[config.mk]
export PLATFORM = sky130hd
export DESIGN_NAME = bin_count_mod
export DESIGN_NICKNAME = d
export VERILOG_FILES = /design/src/rtl/bin_count_mod.sv
export SDC_FILE = /design/constraint.sdc
export NUM_CORES = 1
export LEC_CHECK = 0
export ABC_CLOCK_PERIOD_IN_PS = 2950
export CAP_MARGIN = 20
export CORE_MARGIN = 3
export CORE_UTILIZATION = 45
export DETAILED_ROUTE_END_ITERATION = 16
export PLACE_DENSITY = 0.78
export SLEW_MARGIN = 5
export SYNTH_ARGS = -nofsm -noshare
export SYNTH_HDL_FRONTEND = slang
export SYNTH_SLANG_ARGS = --single-unit
[constraint.sdc]
create_clock -name clk -period 2.95 [get_ports clk]
set_clock_uncertainty 0.05 [all_clocks]
set_input_delay 0.59 -clock clk [delete_from_list [all_inputs] [get_ports clk]]
set_output_delay 0.59 -clock clk [all_outputs]
set_load 0.05 [all_outputs]
[src/rtl/bin_count_mod.sv]
// Parametrised modulo up/down counter with load, one-shot stop, terminal-count flag and wrap pulse.
// Optional prescaler on the count enable is built only when BIN_COUNT_PRESCALE_EN is defined.
module bin_count_mod #(
    parameter int WIDTH    = 8,
    parameter int MODULUS  = 256,
    parameter int PRESCALE = 4
) (
    input  logic             clk,
    input  logic             rst,
    input  logic             cen,
    input  logic             up,
    input  logic             oneshot,
    input  logic             ld,
    input  logic [WIDTH-1:0] ld_val,
    output logic [WIDTH-1:0] val,
    output logic             tc,
    output logic             wrap,
    output logic             done
);

    // MODULUS-1 always fits in WIDTH bits, so every compare stays WIDTH wide even for MODULUS = 2^WIDTH.
    localparam logic [WIDTH-1:0] MAX_VAL = WIDTH'(MODULUS - 1);

    typedef enum logic {
        ST_RUN,
        ST_DONE
    } state_t;

    generate
        if (MODULUS < 2 || longint'(MODULUS) > (longint'(1) << WIDTH)) begin : g_bad_modulus
            $error("bin_count_mod: MODULUS must lie in 2..2**WIDTH");
        end
        if (PRESCALE < 1) begin : g_bad_prescale
            $error("bin_count_mod: PRESCALE must be at least 1");
        end
    endgenerate

    state_t           state;
    state_t           next_state;
    logic [WIDTH-1:0] next_val;
    logic             next_wrap;
    logic [WIDTH-1:0] term;
    logic [WIDTH-1:0] ld_clamped;
    logic             at_term;
    logic             qen;

`ifdef BIN_COUNT_PRESCALE_EN
    localparam int             PW       = (PRESCALE > 1) ? $clog2(PRESCALE) : 1;
    localparam logic [PW-1:0]  PRE_LAST = PW'(PRESCALE - 1);

    logic [PW-1:0] pre;
    logic [PW-1:0] next_pre;

    // Only the PRESCALE-th enabled cycle in RUN lets the counter step.
    assign qen = cen && (state == ST_RUN) && (pre == PRE_LAST);

    always_comb begin
        next_pre = pre;
        if (ld) begin
            next_pre = '0;
        end else if (cen && (state == ST_RUN)) begin
            next_pre = (pre == PRE_LAST) ? '0 : pre + PW'(1);
        end
    end

    always_ff @(posedge clk) begin
        if (!rst) begin
            pre <= '0;
        end else begin
            pre <= next_pre;
        end
    end
`else
    assign qen = cen && (state == ST_RUN);
`endif

    assign term       = up ? MAX_VAL : '0;
    assign at_term    = (val == term);
    assign tc         = at_term && qen;
    assign ld_clamped = (ld_val > MAX_VAL) ? MAX_VAL : ld_val;
    assign done       = (state == ST_DONE);

    always_comb begin
        next_state = state;
        next_val   = val;
        next_wrap  = 1'b0;
        if (ld) begin
            next_val   = ld_clamped;
            next_state = ST_RUN;
        end else if (qen) begin
            if (!at_term) begin
                next_val = up ? val + WIDTH'(1) : val - WIDTH'(1);
            end else if (oneshot) begin
                next_state = ST_DONE;
            end else begin
                next_val  = up ? '0 : MAX_VAL;
                next_wrap = 1'b1;
            end
        end
    end

    always_ff @(posedge clk) begin
        if (!rst) begin
            state <= ST_RUN;
            val   <= '0;
            wrap  <= 1'b0;
        end else begin
            state <= next_state;
            val   <= next_val;
            wrap  <= next_wrap;
        end
    end

endmodule

==> results of run 1 <==
worst max path at each step:
stage	from	endpoint	slack, ns	cells past startpoint
after global placement	up	val[6]$_SDFFE_PN0P_	-0.02	9
after floorplan	up	tc	0.21	4
after detailed placement	up	val[6]$_SDFFE_PN0P_	-0.09	9
final	up	tc	0.11	6
after global routing	up	tc	0.04	6
after CTS	up	tc	0.03	6
layout make-up:
class	instances	area (um^2)
repair buffers	38	355
multi-input cells	78	593
inverters	2	7.51
clock buffers	3	22.5
flip-flops and latches	10	200
well taps	16	20.0
fillers	131	378
critical path, delay by kind of cell:
family	cells	cell delay, ns
buf+inv	3	0.80
fa+ha+maj	1	0.33
simple gates	1	0.12
compound gates	1	0.37
where the power goes:
part	internal (mW)	total, mW	switching, mW
Sequential	0.145	0.159	0.0133
Clock	0.0472	0.0946	0.0474
Combinational	0.106	0.225	0.119
synthesized netlist by cell type, drive strengths merged:
cell,n,area (um^2)
buf,2,18.8
a21o,2,15.0
and3,1,6.26
fa,1,20.0
nor3b,2,15.0
o2111a,2,22.5
inv,2,7.51
a2111oi,3,26.3
nor2,4,15.0
mux2i,2,20.0
xor2,3,26.3
o211ai,4,30.0
nor2b,2,12.5
or3,4,30.0
or2b,1,8.76
a211oi,2,27.5
nand2b,3,18.8
a31oi,2,12.5
nand2,9,33.8
nand3,3,15.0
o21ai,6,30.0
dfxtp,10,200
a21oi,8,47.6
ha,6,75.1
nor3,4,20.0
nand4,1,6.26
xnor2,3,26.3
stage by stage:
stage / hold WS (ns) / power [mW]
floorplan: 0.616 / 0.289
global placement: 0.455 / 0.377
detailed placement: 0.452 / 0.379
CTS: 0.464 / 0.475
global route: 0.529 / 0.506
finish: 0.498 / 0.479
registers in the layout (all words and copies together), names as in the netlist:
signal / count
done: 1
wrap: 1
val: 8
kinds of logic after synthesis:
family,after synthesis
AOI/OAI and AO/OA,29
xor gates and xnor gates,6
adders and majority gates,7
buffers and inverters,4
DFF,10
muxes,2
and+or+nand+nor,34
repair_timing:
| action | in CTS | in global routing |
|---|---|---|
| cloned | 0 | 0 |
| endpoints found under the hold margin | 0 | 0 |
| resized for setup | 0 | 3 |
| setup endpoints to repair | 1 | 2 |
| pin swaps | 1 | 0 |
per-layer routing:
layer  wire length, um  track usage (%)  vias to the layer above
met2              1020             33.8                       25
li1                  -                -                      426
met4                39             10.2                        0
met3                98             3.38                        5
met1              1030             29.5                      395
met5                 0                0                        -
==> impl_metrics.csv, run 1 <==
group,metric,value,unit
placed_design,dp_slack,-0.0889,ns
final_layout,utilization,76.0,%
critical_path,r2r-start,"val[4]$_SDFFE_PN0P_",
timing,timing.final.crit_share,96.3,%
timing,finalHoldViolations,0,
critical_path,path_max_fanout,7,
clock_network,root_buffer,"clkbuf_4",
die,die-area,0.00229,mm^2
timing,rsz0062_at_grt,"false",
final_layout,antenna_cells,0,
critical_path,reg2reg_to,"val[5]$_SDFFE_PN0P_",
run_status,status,"finished, final reports clean",
final_layout,layout_commonest_cell,"clkdlybuf4s50_1",
timing,fin_setup_tns,0,ns
placed_design,placedCellCount,144,
die,fp.dieW,47.8,um
die,die_h,47.8,um
final_layout,area_delta_synth_final,52.3,%
critical_path,critPathMaxStageDelay,0.50,ns
synthesis,synthAdderAreaFrac,12.1,%
worst_hold_path,min_from,"val[2]$_SDFFE_PN0P_",
synthesis,synth_mux_area_share,2.54,%
die,core_area,0.00158,mm^2
clock_network,cts_hold_buf,0,
critical_path,crit_path_top_delay_cell,"clkdlybuf4s50_1",
synthesis,synth_seq_cells,10,
pwr,p_per_area,399,mW/mm^2
critical_path,start_kind,"primary input",
placed_design,dpl_cell_area,0.00116,mm^2
clock_network,htreeDepth,1,
critical_path,crit_required,2.31,ns
pwr,ir_drop,0.310,mV
routing,dr_total_vias,851,
timing,fmax,0.352,GHz
synthesis,yosys.area_share.simple,23.1,%
timing,maxSlewHeadroom,65.9,%
final_layout,drive_above_1_share,19.8,%
clock_network,cts_made_buffers,3,
die,start_util,49.9,%
synthesis,synth_compound_area_share,26.9,%
worst_hold_path,hp-class,"flip-flop to flip-flop",
timing,timing.final.crit_period,2.84,ns
die,pin_count,25,
clock_network,clk_pin_slew,0.07,ns
critical_path,path_class,"primary input to output port",
final_layout,most-common-layout-cells,"clkdlybuf4s50_1 (23), buf_4 (14), dfxtp_1 (10), nand2_1 (9)",
routing,dr.pass1.iters,4,
routing,routed_wl,2180,um
clock_network,cts.sinks,10,
grt,grt_pass1_wl,3460,um
die,rows,14,
timing,setup-violations-final,0,
routing,routedWlPerCell,14.8,um
synthesis,synth_area_per_cell,8.55,um^2
critical_path,arrival,2.20,ns
grt,grt_usage,21.9,%
synthesis,yosys_warnings,0,
placed_design,portBuffers,24,
grt,grt_max_degree,14,
routing,drt-initial-drc-count,16,
timing,tightestPinTransition,0.509,ns
worst_hold_path,hold_end,"val[2]$_SDFFE_PN0P_",
synthesis,synth_top_family_by_area,"compound AO/OA/AOI/OAI gates",
clock_network,cts_tree,"yes",
final_layout,final_area,0.00120,mm^2
critical_path,end_kind,"output port",
synthesis,ys_seq_area_share,25.4,%
pwr,leakagePower,0.474,nW
placed_design,gp_congestion,0.858,
run,cap_violations,0,
synthesis,synth-xor-area-share,6.68,%
timing,slew_violations,0,
timing,worst_slack,0.109,ns
final_layout,fin_cells,147,
final_layout,fin_nets,154,
synthesis,synthDistinctLibCells,31,
placed_design,dpl.hpwl,1720,um
synthesis,synth_nets,113,
clock_network,cts_setup_buffers,0,
critical_path,rr_worst_depth,7,
synthesis,netlist_area,787,um^2
critical_path,critical_path.cell_chain,"clkdlybuf4s50_1, inv_2, ha_1, nand2_1, a2111oi_4, buf_12",
routing,drtAntennaViolNets,0,
grt,antenna_found_initial,0,
routing,routed_via_density,5.79,
synthesis,syn_inst,92,
critical_path,worst-r2r-setup-slack,0.83,ns
grt,grt_pass1_vias,791,
routing,drc_errors,0,
worst_hold_path,whs_path_depth,2,
clock_network,clock_latency,0.27,ns
grt,grt_overflow_total,0,
clock_network,max-clock-path-buffers,2,
Note: power is estimated with default switching activity, not from simulation.
==> inputs of run 2 (changes only) <==
--- a/config.mk
+++ b/config.mk
@@ -5,7 +5,7 @@
 export SDC_FILE = /design/constraint.sdc
 export NUM_CORES = 1
 export LEC_CHECK = 0
-export ABC_CLOCK_PERIOD_IN_PS = 2950
+export ABC_CLOCK_PERIOD_IN_PS = 3190
 export CAP_MARGIN = 20
 export CORE_MARGIN = 3
 export CORE_UTILIZATION = 45
==> constraint.sdc (replaced) <==
create_clock -name clk -period 3.19 [get_ports clk]
set_clock_uncertainty 0.05 [all_clocks]
set_input_delay 0.638 -clock clk [delete_from_list [all_inputs] [get_ports clk]]
set_output_delay 0.638 -clock clk [all_outputs]
set_load 0.05 [all_outputs]
==> run 2 against run 1 <==
  * Sequential share of layout area is 0.63 points higher
  * Cell area is 3.7% lower
  * Count of clock-buffer cells in the layout stayed put
  * Global-route usage is 1.3 points higher
  * Largest cell class unchanged
  * Largest power group unchanged
==> impl_metrics.csv, run 2 (same netlist as run 1, synthesis figures left out) <==
group,metric,value,unit
run_status,status,"finished, final reports clean",
timing,fmax,0.325,GHz
pwr,ir_drop,0.278,mV
clock_network,clk_pin_slew,0.07,ns
final_layout,fillerInstances,128,
worst_hold_path,hp-class,"flip-flop to flip-flop",
pwr,leakagePower,0.457,nW
final_layout,layout_commonest_cell,"clkdlybuf4s50_1",
critical_path,start_kind,"primary input",
die,pin_count,25,
routing,drt-initial-drc-count,10,
clock_network,cts.sinks,10,
final_layout,fin_cells,143,
die,core_area,0.00158,mm^2
final_layout,top_register,"val",
clock_network,cts_made_buffers,3,
worst_hold_path,min_from,"done$_SDFFE_PP0P_",
routing,routed_wl,2350,um
clock_network,root_buffer,"clkbuf_4",
final_layout,final_area,0.00115,mm^2
final_layout,regArea,200,um^2
clock_network,htreeDepth,1,
grt,grt_pass1_vias,814,
final_layout,multi_input_area,579,um^2
routing,routed_via_density,5.90,
die,rows,14,
die,start_util,49.9,%
routing,drtAntennaViolNets,0,
final_layout,drive_above_1_share,15.7,%
placed_design,dpl_cell_area,0.00112,mm^2
routing,drc_errors,0,
grt,grt_overflow_total,0,
clock_network,cts_tree,"yes",
critical_path,path_max_fanout,5,
timing,rsz0062_at_grt,"false",
critical_path,cp-startpoint,"up",
critical_path,crit_path_top_delay_cell,"clkdlybuf4s50_1",
pwr,fin_total_pwr,0.431,mW
final_layout,area_delta_synth_final,46.7,%
grt,grt_usage,23.2,%
placed_design,gp_congestion,0.850,
run,cap_violations,0,
final_layout,largest_reg_flops,8,
critical_path,path_buf_inv,3,
timing,timing.final.crit_share,96.4,%
grt,antenna_found_initial,0,
final_layout,most-common-layout-cells,"clkdlybuf4s50_1 (23), dfxtp_1 (10), buf_4 (10), nand2_1 (9)",
grt,grt_max_degree,14,
timing,maxSlewHeadroom,66.2,%
placed_design,placedCellCount,140,
routing,dr_total_vias,843,
clock_network,max-clock-path-buffers,2,
die,fp.dieW,47.8,um
placed_design,portBuffers,24,
timing,timing.final.crit_period,3.08,ns
critical_path,critPathMaxStageDelay,0.48,ns
die,die_h,47.8,um
routing,dr.pass1.iters,4,
final_layout,fin_nets,150,
clock_network,cts_hold_buf,0,
pwr,p_per_area,373,mW/mm^2
final_layout,utilization,73.3,%
critical_path,cp_top_family,"buffers and inverters",
critical_path,r2r-start,"val[6]$_SDFFE_PN0P_",
routing,routedWlPerCell,16.4,um
critical_path,path_class,"primary input to output port",
timing,setup-violations-final,0,
timing,fin_setup_tns,0,ns
die,die-area,0.00229,mm^2
final_layout,antenna_cells,0,
timing,slew_violations,0,
critical_path,critical_path.cell_chain,"clkdlybuf4s50_1, inv_1, ha_1, nand4_1, a2111oi_4, buf_12",
clock_network,clock_latency,0.28,ns
timing,finalHoldViolations,0,
grt,grt_pass1_wl,3660,um
critical_path,arrival,2.39,ns
timing,tightestPinTransition,0.505,ns
placed_design,dpl.hpwl,1870,um
critical_path,end_kind,"output port",
critical_path,crit_required,2.50,ns
run 2: cell type report:
cell class,instances,share of cell area (%)
clock buffers,3,1.95
inverters,2,0.650
multi-input cells,78,50.2
flip-flops and latches,10,17.3
well taps,16,1.73
repair buffers,34,28.2
run 2: where the power goes:
part	internal, mW	switching [mW]
sequential	0.134	0.0118
clock	0.0438	0.0503
combinational	0.0860	0.105
total	0.264	0.167
run 2: metal layers:
layer	global-route usage [%]	wire length [um]	up-vias
li1	-	-	422
met1	28.0	1040	398
met2	40.1	1180	23
met3	7.89	124	0
met4	3.76	0	0
met5	0	0	-
run 2: final timing paths:
check | end | slack [ns] | cells past startpoint
worst max-delay path | tc | 0.11 | 6
worst min register to register | done$_SDFFE_PP0P_ | 0.52 | 2
worst max register to register | val[2]$_SDFFE_PN0P_ | 0.97 | 8
worst min-delay path | done$_SDFFE_PP0P_ | 0.52 | 2
run 2: repair_timing:
item,4_1_cts,5_1_grt
endpoints found under the setup margin,0,1
gates resized for setup,0,1
buffers inserted,0,0
run 2: metrics by stage:
step                hold WS (ns)  setup WS (ns)
global route               0.551         0.0377
floorplan                  0.664         0.0170
CTS                        0.511         0.0410
finish                     0.521          0.115
detailed placement         0.503         0.0316
global placement           0.454          0.110
run 2: worst register-to-register path, cell delays in order, from the launching register on:
cell and delay, ns:
dfxtp_1 0.33, ha_1 0.33, nand4_1 0.20, buf_4 0.21, a211oi_4 0.29, a21oi_2 0.17
buf_4 0.18, nand2b_1 0.13, a31oi_1 0.22
